--- config.mk ---
export PLATFORM = sky130hd
export DESIGN_NAME = clock_measure_ctrl
export DESIGN_NICKNAME = d
export VERILOG_FILES = /design/src/rtl/clock_measure_pkg.sv /design/src/rtl/clock_measure_interval_timer.sv /design/src/rtl/clock_measure_ctrl.sv
export SDC_FILE = /design/constraint.sdc
export NUM_CORES = 1
export LEC_CHECK = 0
export BUFFER_PORTS_ARGS = -buffer_cell sky130_fd_sc_hd__buf_2
export CAP_MARGIN = 0
export CORE_MARGIN = 1
export CORE_UTILIZATION = 40
export CTS_CLUSTER_SIZE = 28
export DETAILED_ROUTE_END_ITERATION = 8
export PLACE_DENSITY = 0.66
export SLEW_MARGIN = 20
export SYNTH_ARGS = -nofsm -noshare
export SYNTH_HDL_FRONTEND = slang
export SYNTH_SLANG_ARGS = --single-unit
--- constraint.sdc ---
create_clock -name i_clk -period 13.6 [get_ports i_clk]
set_clock_uncertainty 0.05 [all_clocks]
set_input_delay 0.68 -clock i_clk [delete_from_list [all_inputs] [get_ports i_clk]]
set_output_delay 0.68 -clock i_clk [all_outputs]
set_load 0.1 [all_outputs]
--- src/rtl/clock_measure_pkg.sv ---
// rtl/clock_measure_pkg.sv - shared state encoding and default sizing for the clock measurement sequencer
package clock_measure_pkg;

    typedef enum logic [2:0] {
        IDLE,
        LATCH,
        WAIT_VALID,
        HOLDOFF,
        ERROR
    } clock_measure_state_t;

    localparam int CM_COUNTER_WIDTH  = 64;
    localparam int CM_INTERVAL_WIDTH = 32;
    localparam int CM_TIMEOUT_CYCLES = 1048576;

endpackage

--- src/rtl/clock_measure_interval_timer.sv ---
// rtl/clock_measure_interval_timer.sv - loadable down-counter with clear and expiry flag
module clock_measure_interval_timer #(
    parameter int WIDTH = 32
) (
    input  logic             i_clk,
    input  logic             i_rst,
    input  logic             i_load,
    input  logic [WIDTH-1:0] i_load_value,
    input  logic             i_en,
    input  logic             i_clear,
    output logic             o_expired
);

    localparam logic [WIDTH-1:0] ONE = WIDTH'(1);

    logic [WIDTH-1:0] count_q;
    logic [WIDTH-1:0] count_d;

    always_comb begin
        count_d = count_q;
        if (i_clear) begin
            count_d = '0;
        end else if (i_load) begin
            count_d = i_load_value;
        end else if (i_en && (count_q != '0)) begin
            count_d = count_q - ONE;
        end
    end

    // High in the cycle whose edge takes the count from 1 to 0.
    assign o_expired = i_en && (count_q == ONE);

    always_ff @(posedge i_clk or posedge i_rst) begin
        if (i_rst) begin
            count_q <= '0;
        end else begin
            count_q <= count_d;
        end
    end

endmodule

--- src/rtl/clock_measure_ctrl.sv ---
// rtl/clock_measure_ctrl.sv - one-shot/periodic latch sequencer for clock_counter; CLOCK_MEASURE_TIMEOUT_EN adds a handshake watchdog
module clock_measure_ctrl
    import clock_measure_pkg::*;
#(
    parameter int CLOCK_COUNTER_WIDTH = CM_COUNTER_WIDTH,
    parameter int INTERVAL_WIDTH      = CM_INTERVAL_WIDTH,
    parameter int TIMEOUT_CYCLES      = CM_TIMEOUT_CYCLES
) (
    input  logic                           i_clk,
    input  logic                           i_rst,
    input  logic                           i_start,
    input  logic                           i_periodic_en,
    input  logic [INTERVAL_WIDTH-1:0]      i_interval,
    input  logic                           i_clear_err,
    output logic                           o_latch_counters,
    input  logic                           i_counter_valid,
    input  logic [CLOCK_COUNTER_WIDTH-1:0] i_local_count,
    input  logic [CLOCK_COUNTER_WIDTH-1:0] i_extern_count,
    output logic [CLOCK_COUNTER_WIDTH-1:0] o_local_count,
    output logic [CLOCK_COUNTER_WIDTH-1:0] o_extern_count,
    output logic                           o_result_valid,
    output logic [15:0]                    o_sample_count,
    output logic                           o_busy,
    output logic                           o_timeout
);

    clock_measure_state_t state_q, state_d;

    logic                           latch_q, latch_d;
    logic                           busy_q, busy_d;
    logic                           result_valid_q, result_valid_d;
    logic                           measured_q, measured_d;
    logic [15:0]                    sample_count_q, sample_count_d;
    logic [CLOCK_COUNTER_WIDTH-1:0] local_q, local_d;
    logic [CLOCK_COUNTER_WIDTH-1:0] extern_q, extern_d;

    logic                      capture;
    logic                      holdoff_expired;
    logic                      wd_expired;
    logic [INTERVAL_WIDTH-1:0] holdoff_value;

    assign capture       = (state_q == WAIT_VALID) && i_counter_valid;
    assign holdoff_value = (i_interval == '0) ? INTERVAL_WIDTH'(1) : i_interval;

    clock_measure_interval_timer #(
        .WIDTH (INTERVAL_WIDTH)
    ) u_holdoff_timer (
        .i_clk        (i_clk),
        .i_rst        (i_rst),
        .i_load       ((state_d == HOLDOFF) && (state_q != HOLDOFF)),
        .i_load_value (holdoff_value),
        .i_en         (state_q == HOLDOFF),
        .i_clear      (state_d != HOLDOFF),
        .o_expired    (holdoff_expired)
    );

`ifdef CLOCK_MEASURE_TIMEOUT_EN
    localparam int WD_WIDTH = $clog2(TIMEOUT_CYCLES + 1);

    logic measuring_q;
    logic measuring_d;
    logic timeout_q;

    assign measuring_q = (state_q == LATCH) || (state_q == WAIT_VALID);
    assign measuring_d = (state_d == LATCH) || (state_d == WAIT_VALID);

    // Armed once per measurement; the LATCH->WAIT_VALID step keeps counting.
    clock_measure_interval_timer #(
        .WIDTH (WD_WIDTH)
    ) u_watchdog_timer (
        .i_clk        (i_clk),
        .i_rst        (i_rst),
        .i_load       (measuring_d && !measuring_q),
        .i_load_value (WD_WIDTH'(TIMEOUT_CYCLES)),
        .i_en         (measuring_q),
        .i_clear      (!measuring_d),
        .o_expired    (wd_expired)
    );

    always_ff @(posedge i_clk or posedge i_rst) begin
        if (i_rst) begin
            timeout_q <= 1'b0;
        end else begin
            timeout_q <= (state_d == ERROR);
        end
    end

    assign o_timeout = timeout_q;
`else
    localparam int unused_timeout_cycles = TIMEOUT_CYCLES;

    assign wd_expired = 1'b0;
    assign o_timeout  = 1'b0;
`endif

    always_comb begin
        state_d = state_q;
        case (state_q)
            IDLE: begin
                if (i_start || (i_periodic_en && !measured_q)) begin
                    state_d = LATCH;
                end
            end
            LATCH: begin
                if (!i_counter_valid) begin
                    state_d = WAIT_VALID;
                end
            end
            WAIT_VALID: begin
                if (i_counter_valid) begin
                    state_d = i_periodic_en ? HOLDOFF : IDLE;
                end
            end
            HOLDOFF: begin
                // A start request and a simultaneous expiry collapse into one LATCH.
                if (i_start) begin
                    state_d = LATCH;
                end else if (!i_periodic_en) begin
                    state_d = IDLE;
                end else if (holdoff_expired) begin
                    state_d = LATCH;
                end
            end
            ERROR: begin
                if (i_clear_err) begin
                    state_d = IDLE;
                end
            end
            default: state_d = IDLE;
        endcase

        if (wd_expired && !capture) begin
            state_d = ERROR;
        end
    end

    always_comb begin
        latch_d        = (state_d == LATCH);
        busy_d         = (state_d != IDLE);
        result_valid_d = capture;
        measured_d     = measured_q || capture;
        sample_count_d = capture ? (sample_count_q + 16'd1) : sample_count_q;
        local_d        = capture ? i_local_count : local_q;
        extern_d       = capture ? i_extern_count : extern_q;
    end

    always_ff @(posedge i_clk or posedge i_rst) begin
        if (i_rst) begin
            state_q        <= IDLE;
            latch_q        <= 1'b0;
            busy_q         <= 1'b0;
            result_valid_q <= 1'b0;
            measured_q     <= 1'b0;
            sample_count_q <= '0;
            local_q        <= '0;
            extern_q       <= '0;
        end else begin
            state_q        <= state_d;
            latch_q        <= latch_d;
            busy_q         <= busy_d;
            result_valid_q <= result_valid_d;
            measured_q     <= measured_d;
            sample_count_q <= sample_count_d;
            local_q        <= local_d;
            extern_q       <= extern_d;
        end
    end

    assign o_latch_counters = latch_q;
    assign o_busy           = busy_q;
    assign o_result_valid   = result_valid_q;
    assign o_sample_count   = sample_count_q;
    assign o_local_count    = local_q;
    assign o_extern_count   = extern_q;

endmodule
==> metrics list <==
- Yosys top cell by area: dfrtp_1
- The run finished with clean final reports.
- Cell Area, Synth: 7759 sq um
* Clock tree from TritonCTS: yes
- Clock slew at the register clock pins of the worst setup and hold paths: 0.07 ns
- Setup TNS: 0 ns
- In the final design database the tool counted 1,061 nets.
- Counting flops with a built-in enable in the synthesized netlist gives 0.
* Type of origin of the critical path: flip-flop
* Maximum clock rate: 0.3269 GHz
* Required time at the endpoint of the critical path: 13.86 ns
- The die is 141.3 microns tall.
* RSZ-0062 raised after global routing: false
- Worst min path class: primary input to flip-flop
* Most repeated cell in the gate-level netlist after synthesis: dfrtp_1
- Number of hold violations in the final report: 0
- The number of hold buffers added after CTS was 0.
- Measured against its own limit, the worst slew margin works out to 38.72%.
* Gp weighted congestion: 0.7931
* Number of buffers and inverters on the critical path: 2
- The most used flip-flop cell after synthesis is dfrtp_1.
- Max clock buf depth: 2
* Clk_lat worst skew: 0.43 ns
- The worst path needs 3.059 ns of the cycle, external delays included.
- The floorplan step set the die width to 141.3 microns.
* Effective utilization at floorplan: 41.20%
- Antenna Violating Nets Remaining: 0
* Critical Path End Type: flip-flop
- Of the post-synthesis cell area, the dominant cell type holds 59.02%.
- Summing all non-filler instances in the final layout gives an area of 10,160 sq um.
- Wire length after detailed routing: 19,420 microns
- The initialized floorplan defines 50 standard-cell rows.
- Vias in the first global route: 5,959
- Worst path most repeated cell: buf_4
- Clock net sink count: 183
- Along the worst path, the maximum fanout reaches 73.
* DRC Markers: 0
- Worst hold margin: 0.3783 ns
- Wire length of the first global-routing pass: 31,130 microns
- For this design the top-level I/O count stands at 314.
- Dividing the final minimum period by the clock period gives 22.49%.
* List of most frequent post-synthesis cells: dfrtp_1 (183), mux2_2 (129), nor2_1 (44), xnor2_1 (36), nor4_1 (23)
- By startpoint and endpoint, the worst setup path is classified as flip-flop to flip-flop.
* Sequential share of the synthesized area: 59.02%
- The synthesized netlist contains 52 unique library cells.
- The average instance in the mapped netlist occupies 13.24 sq um.
* First-pass detailed-route iteration total: 4
- The clock tree synthesis step divided the H-tree into 4 levels.
* Least-Margin Pin Slew: 0.9170 ns
- Seq cells post-synth: 183
- In this run, post-CTS repair resized a total of 0 instances.
- In the final layout, the share of cells above drive strength 1 is 54.54%.
- Pins over their slew limit: 0
- Count of vias placed by the detailed router: 5,729
- For this run, the total global-route usage over all layers was measured as 20.21%.
- The repair_antennas step left the layout with diodes totalling 0.
* Largest delay share family, worst path: buffers and inverters
* Cts bufs inserted: 17
* Cell area after placement: 9565 sq um
* Pin count of the biggest net entering global routing: 104
* Total nets after synthesis: 756
* Slowest stage cell on the critical path: buf_4
- Summed over all nets, the half-perimeter wirelength after detailed placement is 14,210 microns.
- Area of the die: 19,960 sq um
- Setup violations remaining at the end of the flow were counted as 0.
* Post-CTS Setup Bufs: 0
- The Yosys step of the flow raised 0 warnings.
- After the first detailed-routing iteration, the DRC count stood at 208.
- Routed WL per cell: 16.68 microns
- Global routing finished with a remaining overflow of 0.
* Share of synthesized flip-flops with an asynchronous set or reset: 100.0%
* Area Growth Syn to Fin: 30.91%
- The number of antenna violations at the first check in global routing was 2.
* Core Area: 18,830 sq um
- Post-synthesis cell count: 586
* Largest incremental delay on the critical path: 0.83 ns
* CP arrival: 3.32 ns
- During placement, the flow inserted port buffers numbering 312.
- Core Util, Final: 53.94%
* Ratio of routed vias to standard cells: 4.922
- Number of max-cap violations: 0
* Critical-path cell list: nor4bb_4 > buf_4 > buf_4 > mux2_2
* Largest cells by area after synthesis: dfrtp_1 (59%), mux2_2 (19%), xnor2_1 (4.1%), nor2_1 (2.1%), a211oi_1 (2.0%)
- Clock tree synthesis selected as its root buffer the cell clkbuf_16.
-- registers in the layout, summed over array words and instances (netlist names) --
register / count
o_sample_count: 16
o_latch_counters: 1
state_q: 3
o_local_count: 64
o_result_valid: 1
u_holdoff_timer.count_q: 32
o_extern_count: 64
o_busy: 1
measured_q: 1
-- per-layer routing --
metal	routed length [microns]	track usage [%]	share of wire [%]
met5	23	0	0.12
met4	363	6.693	1.9
met3	1422	6.750	7.3
met2	9766	34.45	50
met1	7846	23.98	40
-- metrics by stage --
| stage | cells | setup WS (ns) |
|---|---|---|
| finish | 1164 | 10.54 |
| global route | 1164 | 10.31 |
| CTS | 1164 | 10.53 |
| detailed placement | 1132 | 10.35 |
| global placement | 1132 | 10.34 |
| floorplan | 586 | 7.898 |
-- placed cells by master (no fill, tap or decap), drive strengths merged, types with 6 or more instances in the layout --
master	n
nor3	13
nand2	13
buf	316
or3	7
mux2	129
nor2	44
a211oi	22
xor2	6
xnor2	36
inv	12
nand4	9
nor4	24
clkbuf	18
dfrtp	183
nand3	9
-- worst paths after layout --
path,start,to,slack (ns),depth (start not counted)
worst max-delay path,state_q[1]$_DFF_PP0_,o_local_count[37]$_DFFE_PP0P_,10.54,4
worst min register to register,o_sample_count[15]$_DFFE_PP0P_,o_sample_count[15]$_DFFE_PP0P_,0.42,1
max in group asynchronous,i_rst,o_local_count[55]$_DFFE_PP0P_,11.81,3
worst min-delay path,i_clear_err,state_q[2]$_DFF_PP0_,0.38,2
worst max register to register,state_q[1]$_DFF_PP0_,o_local_count[37]$_DFFE_PP0P_,10.54,4
min in group asynchronous,i_rst,o_extern_count[25]$_DFFE_PP0P_,0.40,2
-- logic make-up after synthesis --
family | share of synthesized area, %
simple gates | 10.21
mux | 18.85
other cells | 0.04833
fa+ha+maj | 0.6451
compound gates | 4.612
xor+xnor | 4.741
buf+inv | 1.871
flops | 59.02
-- cell type report --
type,instances,area [sq um]
clock inverters,14,158.9
inverters,4,20.02
well taps,260,325.3
multi-input cells,369,3049
fillers,1645,8673
clock buffers,18,429.2
flip-flops and latches,183,4579
repair buffers,316,1595
Power is not shown: default switching activity piles up to over one toggle a cycle in this logic, so the estimate is an artifact.
